### config.mk
export PLATFORM = sky130hd
export DESIGN_NAME = ucode_sequencer
export DESIGN_NICKNAME = d
export VERILOG_FILES = /design/src/rtl/ucode_sequencer_pkg.sv /design/src/rtl/ucode_rom.sv /design/src/rtl/ucode_sequencer.sv
export SDC_FILE = /design/constraint.sdc
export NUM_CORES = 1
export LEC_CHECK = 0
export ABC_AREA = 1
export ABC_CLOCK_PERIOD_IN_PS = 1700
export CORE_MARGIN = 1.5
export CORE_UTILIZATION = 41
export CTS_CLUSTER_DIAMETER = 80
export DETAILED_ROUTE_END_ITERATION = 12
export PLACE_DENSITY = 0.72
export SETUP_SLACK_MARGIN = 0.5
export SLEW_MARGIN = 25
export SYNTH_ARGS = -nofsm -noshare
export SYNTH_HDL_FRONTEND = slang
export SYNTH_SLANG_ARGS = --single-unit
### constraint.sdc
create_clock -name clk -period 1.7 [get_ports clk]
set_clock_uncertainty 0.05 [all_clocks]
set_input_delay 0.34 -clock clk [delete_from_list [all_inputs] [get_ports clk]]
set_output_delay 0.34 -clock clk [all_outputs]
set_load 0.05 [all_outputs]
### src/rtl/ucode_sequencer_pkg.sv
`default_nettype none
// Shared encodings for the microcode sequencer: FSM states, ROM word layout,
// operand-selector codes and the macro-marker bit.
package ucode_sequencer_pkg;

  typedef enum logic [2:0] {
    ST_IDLE  = 3'd0,
    ST_PASS  = 3'd1,
    ST_ENTER = 3'd2,
    ST_RUN   = 3'd3,
    ST_EXIT  = 3'd4
  } state_t;

  localparam int OP_W  = 8;
  localparam int REG_W = 4;
  localparam int SEL_W = REG_W + 1;

  // ROM word layout, LSB first: last, write, rs2_sel, rs1_sel, rd_sel, op
  localparam int LAST_OFS  = 0;
  localparam int WRITE_OFS = 1;
  localparam int RS2_OFS   = 2;
  localparam int RS1_OFS   = RS2_OFS + SEL_W;
  localparam int RD_OFS    = RS1_OFS + SEL_W;
  localparam int OP_OFS    = RD_OFS + SEL_W;
  localparam int WORD_W    = OP_OFS + OP_W;

  localparam logic             SEL_LIT   = 1'b0;
  localparam logic             SEL_MACRO = 1'b1;
  localparam logic [SEL_W-1:0] SEL_M     = {SEL_MACRO, {REG_W{1'b0}}};

  localparam int MACRO_BIT = 7;

  typedef struct packed {
    logic             valid;
    logic [OP_W-1:0]  op;
    logic [REG_W-1:0] rd;
    logic [REG_W-1:0] rs1;
    logic [REG_W-1:0] rs2;
    logic             write;
    logic             last;
    logic             flag;
  } uop_out_t;

  function automatic logic [SEL_W-1:0] sel_lit(input logic [REG_W-1:0] idx);
    return {SEL_LIT, idx};
  endfunction

  function automatic logic [WORD_W-1:0] mk_word(
    input logic [OP_W-1:0]  op,
    input logic [SEL_W-1:0] rd,
    input logic [SEL_W-1:0] rs1,
    input logic [SEL_W-1:0] rs2,
    input logic             wr,
    input logic             last
  );
    logic [WORD_W-1:0] w;
    w = '0;
    w[OP_OFS +: OP_W]   = op;
    w[RD_OFS +: SEL_W]  = rd;
    w[RS1_OFS +: SEL_W] = rs1;
    w[RS2_OFS +: SEL_W] = rs2;
    w[WRITE_OFS]        = wr;
    w[LAST_OFS]         = last;
    return w;
  endfunction

  function automatic logic [REG_W-1:0] resolve_sel(
    input logic [SEL_W-1:0] sel,
    input logic [REG_W-1:0] macro_idx
  );
    return (sel[SEL_W-1] == SEL_MACRO) ? macro_idx : sel[REG_W-1:0];
  endfunction

endpackage
`default_nettype wire

### src/rtl/ucode_rom.sv
`default_nettype none
// Combinational microcode store: 16-entry macro entry table plus the
// 2**UPC_W-word micro-op ROM.
module ucode_rom
  import ucode_sequencer_pkg::*;
#(
  parameter int UPC_W = 6
) (
  input  logic [3:0]        entry_idx_i,
  output logic [UPC_W-1:0]  entry_upc_o,
  input  logic [UPC_W-1:0]  upc_i,
  output logic [WORD_W-1:0] word_o
);

  // Unprogrammed words never terminate, so a stray entry trips the watchdog.
  localparam logic [WORD_W-1:0] FILL_WORD =
    mk_word(8'h7F, sel_lit(4'h0), sel_lit(4'h0), sel_lit(4'h0), 1'b0, 1'b0);

  always_comb begin
    entry_upc_o = '0;
    case (entry_idx_i)
      4'd1:    entry_upc_o = UPC_W'(4);
      4'd2:    entry_upc_o = UPC_W'(32);
      4'd3:    entry_upc_o = UPC_W'(62);
      4'd4:    entry_upc_o = UPC_W'(8);
      default: entry_upc_o = '0;
    endcase
  end

  always_comb begin
    word_o = FILL_WORD;
    case (upc_i)
      UPC_W'(0): word_o = mk_word(8'h40, SEL_M, SEL_M, SEL_M, 1'b1, 1'b1);
      UPC_W'(4): word_o = mk_word(8'h50, sel_lit(4'hE), SEL_M, sel_lit(4'h1), 1'b1, 1'b0);
      UPC_W'(5): word_o = mk_word(8'h51, sel_lit(4'hD), sel_lit(4'hE), SEL_M, 1'b0, 1'b0);
      UPC_W'(6): word_o = mk_word(8'h52, SEL_M, sel_lit(4'hD), sel_lit(4'hE), 1'b1, 1'b1);
      UPC_W'(8): word_o = mk_word(8'h60, sel_lit(4'h2), SEL_M, sel_lit(4'h3), 1'b1, 1'b0);
      UPC_W'(9): word_o = mk_word(8'h61, sel_lit(4'h4), sel_lit(4'hE), SEL_M, 1'b1, 1'b1);
      default:   word_o = FILL_WORD;
    endcase
  end

endmodule
`default_nettype wire

### src/rtl/ucode_sequencer.sv
`default_nettype none
// Microcode sequencer: passes plain ops through with one cycle of latency and
// expands bit7-marked macros into ROM micro-op sequences on a ghost register file.
module ucode_sequencer
  import ucode_sequencer_pkg::*;
#(
  parameter int UPC_W    = 6,
  parameter int MAX_UOPS = 32
) (
  input  logic       clk,
  input  logic       rst,
  input  logic       instr_valid,
  output logic       instr_ready,
  input  logic [7:0] opcode,
  input  logic [3:0] macro_rd,
  input  logic [3:0] macro_rs1,
  input  logic [3:0] macro_rs2,
  input  logic       pipe_stall,
  output logic       uop_valid,
  output logic [7:0] uop_op,
  output logic [3:0] uop_rd,
  output logic [3:0] uop_rs1,
  output logic [3:0] uop_rs2,
  output logic       uop_write,
  output logic       ucode_flag,
  output logic       ucode_err
);

  localparam int              CNT_W     = $clog2(MAX_UOPS + 1);
  localparam logic [CNT_W-1:0] CNT_LIMIT = CNT_W'(MAX_UOPS);

  state_t            state_q, state_d;
  logic [UPC_W-1:0]  upc_q, upc_d;
  logic [CNT_W-1:0]  cnt_q, cnt_d, cnt_inc;
  logic              enter_q, enter_d;
  logic              err_q, err_d;
  logic [REG_W-1:0]  mrd_q, mrd_d, mrs1_q, mrs1_d, mrs2_q, mrs2_d;
  uop_out_t          out_q, out_d, rom_uop;
  logic [UPC_W-1:0]  rom_addr, entry_upc;
  logic [WORD_W-1:0] rom_word;

  assign instr_ready = ((state_q == ST_IDLE) || (state_q == ST_PASS)) && !pipe_stall;
  assign cnt_inc     = cnt_q + CNT_W'(1);
  // In RUN the output register is refilled with the word after the one on display.
  assign rom_addr    = (state_q == ST_RUN) ? upc_q + UPC_W'(1) : upc_q;

  ucode_rom #(.UPC_W(UPC_W)) u_rom (
    .entry_idx_i (opcode[3:0]),
    .entry_upc_o (entry_upc),
    .upc_i       (rom_addr),
    .word_o      (rom_word)
  );

  always_comb begin
    rom_uop       = '0;
    rom_uop.valid = 1'b1;
    rom_uop.op    = rom_word[OP_OFS +: OP_W];
    rom_uop.rd    = resolve_sel(rom_word[RD_OFS +: SEL_W], mrd_q);
    rom_uop.rs1   = resolve_sel(rom_word[RS1_OFS +: SEL_W], mrs1_q);
    rom_uop.rs2   = resolve_sel(rom_word[RS2_OFS +: SEL_W], mrs2_q);
    rom_uop.write = rom_word[WRITE_OFS];
    rom_uop.last  = rom_word[LAST_OFS];
    rom_uop.flag  = 1'b1;
  end

  always_comb begin
    state_d = state_q;
    upc_d   = upc_q;
    cnt_d   = cnt_q;
    enter_d = enter_q;
    err_d   = err_q;
    mrd_d   = mrd_q;
    mrs1_d  = mrs1_q;
    mrs2_d  = mrs2_q;
    out_d   = out_q;
    case (state_q)
      ST_IDLE, ST_PASS: begin
        if (!pipe_stall) begin
          out_d   = '0;
          state_d = ST_IDLE;
          if (instr_valid) begin
            if (opcode[MACRO_BIT]) begin
              state_d    = ST_ENTER;
              upc_d      = entry_upc;
              cnt_d      = '0;
              enter_d    = 1'b0;
              mrd_d      = macro_rd;
              mrs1_d     = macro_rs1;
              mrs2_d     = macro_rs2;
              out_d.flag = 1'b1;
            end else begin
              state_d     = ST_PASS;
              out_d.valid = 1'b1;
              out_d.op    = opcode;
              out_d.rd    = macro_rd;
              out_d.rs1   = macro_rs1;
              out_d.rs2   = macro_rs2;
              out_d.write = 1'b1;
            end
          end
        end
      end
      ST_ENTER: begin
        enter_d = 1'b1;
        if (enter_q) begin
          state_d = ST_RUN;
          out_d   = rom_uop;
        end
      end
      ST_RUN: begin
        if (!pipe_stall) begin
          upc_d = upc_q + UPC_W'(1);
          cnt_d = cnt_inc;
          if (out_q.last) begin
            state_d = ST_EXIT;
            out_d   = '0;
          end else if (cnt_inc == CNT_LIMIT) begin
            state_d = ST_EXIT;
            err_d   = 1'b1;
            out_d   = '0;
          end else begin
            out_d = rom_uop;
          end
        end
      end
      ST_EXIT: begin
        state_d = ST_IDLE;
        out_d   = '0;
      end
      default: begin
        state_d = ST_IDLE;
        out_d   = '0;
      end
    endcase
  end

  always_ff @(posedge clk or negedge rst) begin
    if (!rst) begin
      state_q <= ST_IDLE;
      upc_q   <= '0;
      cnt_q   <= '0;
      enter_q <= 1'b0;
      err_q   <= 1'b0;
      mrd_q   <= '0;
      mrs1_q  <= '0;
      mrs2_q  <= '0;
      out_q   <= '0;
    end else begin
      state_q <= state_d;
      upc_q   <= upc_d;
      cnt_q   <= cnt_d;
      enter_q <= enter_d;
      err_q   <= err_d;
      mrd_q   <= mrd_d;
      mrs1_q  <= mrs1_d;
      mrs2_q  <= mrs2_d;
      out_q   <= out_d;
    end
  end

  assign uop_valid  = out_q.valid;
  assign uop_op     = out_q.op;
  assign uop_rd     = out_q.rd;
  assign uop_rs1    = out_q.rs1;
  assign uop_rs2    = out_q.rs2;
  assign uop_write  = out_q.write;
  assign ucode_flag = out_q.flag;
  assign ucode_err  = err_q;

endmodule
`default_nettype wire

==> run summary <==
OUTCOME
------------------------------------------------------------------------------------
Run status ............................................................ complete, but fails checks
Violations in the final reports ....................................... negative setup slack

TIMING
------------------------------------------------------------------------------------
Final setup viols .....................................................           52
Final period util .....................................................         118%
Unrepaired setup endpoints after global routing .......................         true
Setup ws final ........................................................      -305 ps
Post-route minimum period .............................................      2000 ps
Maximum clock rate ....................................................    0.499 GHz
Final Hold Fails ......................................................            0
Max-slew violation count ..............................................            0

CRITICAL PATH
------------------------------------------------------------------------------------
Category of the critical setup timing path ............................      reg2reg
CP Max Fanout .........................................................            8
Signal arrival time at the worst endpoint .............................      2220 ps
Element type at the critical path start ...............................         flop
Sort of element at the end of the critical path .......................         flop
Worst reg2reg setup slack .............................................      -300 ps
Required time worst endpoint ..........................................      1920 ps

PLACED DESIGN
------------------------------------------------------------------------------------
Routability-driven placement congestion ratio .........................        0.880
Placed standard-cell area .............................................   3890 sq um
Buffers on Ports ......................................................           47
HPWL after detailed placement .........................................      5.86 mm

DETAILED ROUTING
------------------------------------------------------------------------------------
Routed vias ...........................................................         3073
Detailed-route wire length per cell ................................... 16.2 microns
1st-iter DRT viols ....................................................          281
Number of remaining DRC errors ........................................            0
Drt via density .......................................................         5.14
Detailed-router iteration count before antenna repair .................            4
Post-detailed-routing wire length .....................................      9.69 mm
DRT antenna net count .................................................            0

GRT
------------------------------------------------------------------------------------
Wire length of the first global-routing pass ..........................      14.2 mm
Via count of the first global-routing pass ............................         2995
Antenna violations before repair ......................................            0
Total gr overflow .....................................................            0
Maximum number of pins on one net before global-route repair ..........           24
Global router's overall resource usage ................................        23.6%

DIE
------------------------------------------------------------------------------------
DIE AREA ..............................................................   7820 sq um
Standard-cell rows ....................................................           30
Height of the die ..................................................... 88.4 microns
Floorplan core area ...................................................   6940 sq um
IO Count ..............................................................           49
Chip width ............................................................ 88.4 microns
Starting density of the core ..........................................        43.1%

RUN
------------------------------------------------------------------------------------
Maximum Capacitance Violations ........................................            0

FINAL LAYOUT
------------------------------------------------------------------------------------
Antenna diode count ...................................................            0
Final non-filler cell area ............................................   4900 sq um
Final #Nets ...........................................................          528
Final core occ ........................................................        70.5%
Commonest non-fill, non-tap cell in the layout ........................ sky130_fd_sc_hd__buf_4
Number of filler cells placed in the layout ...........................          480
Layout cells sized above 1 ............................................        52.8%
Area growth from synthesis to layout ..................................        63.7%
Combined flip-flop and latch cell area ................................   1310 sq um
Commonest cells after routing, fill and taps aside .................... sky130_fd_sc_hd__buf_4, sky130_fd_sc_hd__nand2_1, sky130_fd_sc_hd__dfrtp_1
Total area of multi-input combinational cells .........................   1780 sq um

YOSYS
------------------------------------------------------------------------------------
Area share of fa/ha/maj cells after synthesis .........................        1.25%
Multiplexer area fraction after synthesis .............................           0%
Sequential-to-total area share from yosys stat ........................        43.5%
Net count of the mapped netlist .......................................          404
Leading post-synthesis cells by cell area ............................. sky130_fd_sc_hd__dfrtp_1, sky130_fd_sc_hd__nand2_1, sky130_fd_sc_hd__buf_4, sky130_fd_sc_hd__a22oi_1, sky130_fd_sc_hd__inv_1
Share of flip-flops with an asynchronous set or reset after synthesis .         100%
Yosys synthesis warning count .........................................            0
Count of flip-flops with a built-in enable after synthesis ............            0
Average cell area after synthesis .....................................   7.94 sq um
Cell taking the most area after synthesis ............................. sky130_fd_sc_hd__dfrtp_1
Simple-gate share of the synthesized area .............................        27.3%
Combinational family with the most area after synthesis ............... simple AND/OR/NAND/NOR gates
Mapped Area ...........................................................   2990 sq um
Share of the synthesized netlist area taken by xor and xnor gates .....       0.878%
Synth Register Bits ...................................................           52
Yosys top cell area share .............................................        43.5%
Compound-gate portion of the synthesized area .........................        14.8%
Mapped Cells ..........................................................          377
Primary flip-flop cell chosen by synthesis mapping .................... sky130_fd_sc_hd__dfrtp_1
Distinct cell type count after synthesis ..............................           36

POWER
------------------------------------------------------------------------------------
Leakage ...............................................................      2.42 nW
Highest ir drop seen on vdd ...........................................      1.05 mV
Power Dens Cells ...................................................... 2170 nW/um^2

CLOCKING
------------------------------------------------------------------------------------
Skew-Pair Late Insertion Delay ........................................       320 ps
Num Clock Sinks .......................................................           52
Total clock buffers created by CTS ....................................            5
TritonCTS clock tree ..................................................          yes
Cell chosen for the clock root ........................................ sky130_fd_sc_hd__clkbuf_8
Clock buffer depth ....................................................            2
Htree depth ...........................................................            2
Clock transition at the registers of the reported paths ...............       110 ps

MIN PATH
------------------------------------------------------------------------------------
Worst hold-check path type ............................................     in2async

==> Yosys cell counts, types with 4 or more instances <==
master and n:
sky130_fd_sc_hd__a22oi_1 17, sky130_fd_sc_hd__nand2_1 101, sky130_fd_sc_hd__inv_2 10, sky130_fd_sc_hd__nand3_1 20, sky130_fd_sc_hd__nand2_2 13, sky130_fd_sc_hd__o21ai_1 4
sky130_fd_sc_hd__inv_1 33, sky130_fd_sc_hd__o21ai_2 6, sky130_fd_sc_hd__dfrtp_1 52, sky130_fd_sc_hd__o21ai_0 13, sky130_fd_sc_hd__nor2_2 4, sky130_fd_sc_hd__nand3_2 4
sky130_fd_sc_hd__buf_4 21, sky130_fd_sc_hd__clkbuf_1 4, sky130_fd_sc_hd__a21oi_1 9, sky130_fd_sc_hd__nor2_1 31
==> cells by family (layout without fill, tap and decap cells) <==
| family | Yosys count | count (layout) |
|---|---|---|
| compound gates | 64 | 64 |
| xor+xnor | 3 | 3 |
| fa+ha+maj | 3 | 3 |
| buf+inv | 72 | 197 |
| flops | 52 | 52 |
| other cells | 1 | 1 |
| simple gates | 182 | 182 |
==> flip-flops by register name (all words and copies together), names as in the netlist <==
register    count
mrd_q           4
cnt_q           6
uop_rd          4
mrs1_q          4
upc_q           6
mrs2_q          4
uop_rs1         4
state_q         3
ucode_flag      1
uop_rs2         4
ucode_err       1
uop_valid       1
out_q           1
uop_write       1
enter_q         1
uop_op          7
==> path summary, 6_finish.rpt <==
check,endpoint,depth (start not counted),start
worst min-delay path,out_q[1],2,rst
worst min register to register,out_q[1],2,out_q[1]
min in group clk,out_q[1],2,out_q[1]
worst max register to register,uop_rd[2],13,state_q[2]
max in group asynchronous,state_q[1],3,rst
worst max-delay path,uop_rd[2],13,state_q[2]
==> timing repair <==
item                       CTS  global route
hold endpoints to repair    19             0
gates resized for setup     84            58
hold buffers                 1             0
cloned                       0             3
setup buffers               29            13
pin swaps                   32            19
setup endpoints to repair   76           100
==> metrics by stage <==
step	hold slack, ps	worst slack (ps)	total power, W	TNS [ps]	cells
2_1_floorplan	-5.59	-34.4	0.00593	-303	377
3_3_place_gp	291	-204	0.00752	-5990	544
3_5_place_dp	299	-254	0.00767	-7520	544
4_1_cts	454	-149	0.00966	-3880	582
5_1_grt	468	-408	0.0112	-12630	598
6_report	422	-305	0.0106	-7150	598
==> worst max-delay path, stage by stage (launching register included) <==
cell and delay, ps:
sky130_fd_sc_hd__dfrtp_2 450, sky130_fd_sc_hd__inv_2 90, sky130_fd_sc_hd__nand3_4 140, sky130_fd_sc_hd__nand2_2 140, sky130_fd_sc_hd__nand2_2 90, sky130_fd_sc_hd__nor2_4 160
sky130_fd_sc_hd__nand3_1 110, sky130_fd_sc_hd__nor2_2 130, sky130_fd_sc_hd__inv_1 90, sky130_fd_sc_hd__nand3_1 220, sky130_fd_sc_hd__nand2_1 90, sky130_fd_sc_hd__nand2_1 60
sky130_fd_sc_hd__nand2_1 60, sky130_fd_sc_hd__nand2_1 60
==> report_power, final <==
group / total (W) / switching [W] / internal, W
Clock: 0.000755 / 0.000461 / 0.000294
Sequential: 0.00223 / 0.000440 / 0.00179
Combinational: 0.00765 / 0.00432 / 0.00334
==> per-layer routing <==
metal,GRT usage [%],vias up,wire [microns]
li1,-,1448,-
met1,30.3,1486,4110
met2,40.3,117,4910
met3,3.45,22,439
met4,8.81,0,238
met5,0,-,0
==> cell type report <==
type / count / share of cell area (%)
inverter: 43 / 3.50
sequential: 52 / 26.7
clock inverter: 3 / 0.434
multi-input combinational: 253 / 36.2
clock buffer: 5 / 1.40
timing repair buffer: 146 / 29.3
tap: 96 / 2.45
Note: power is estimated with default switching activity, not from simulation.
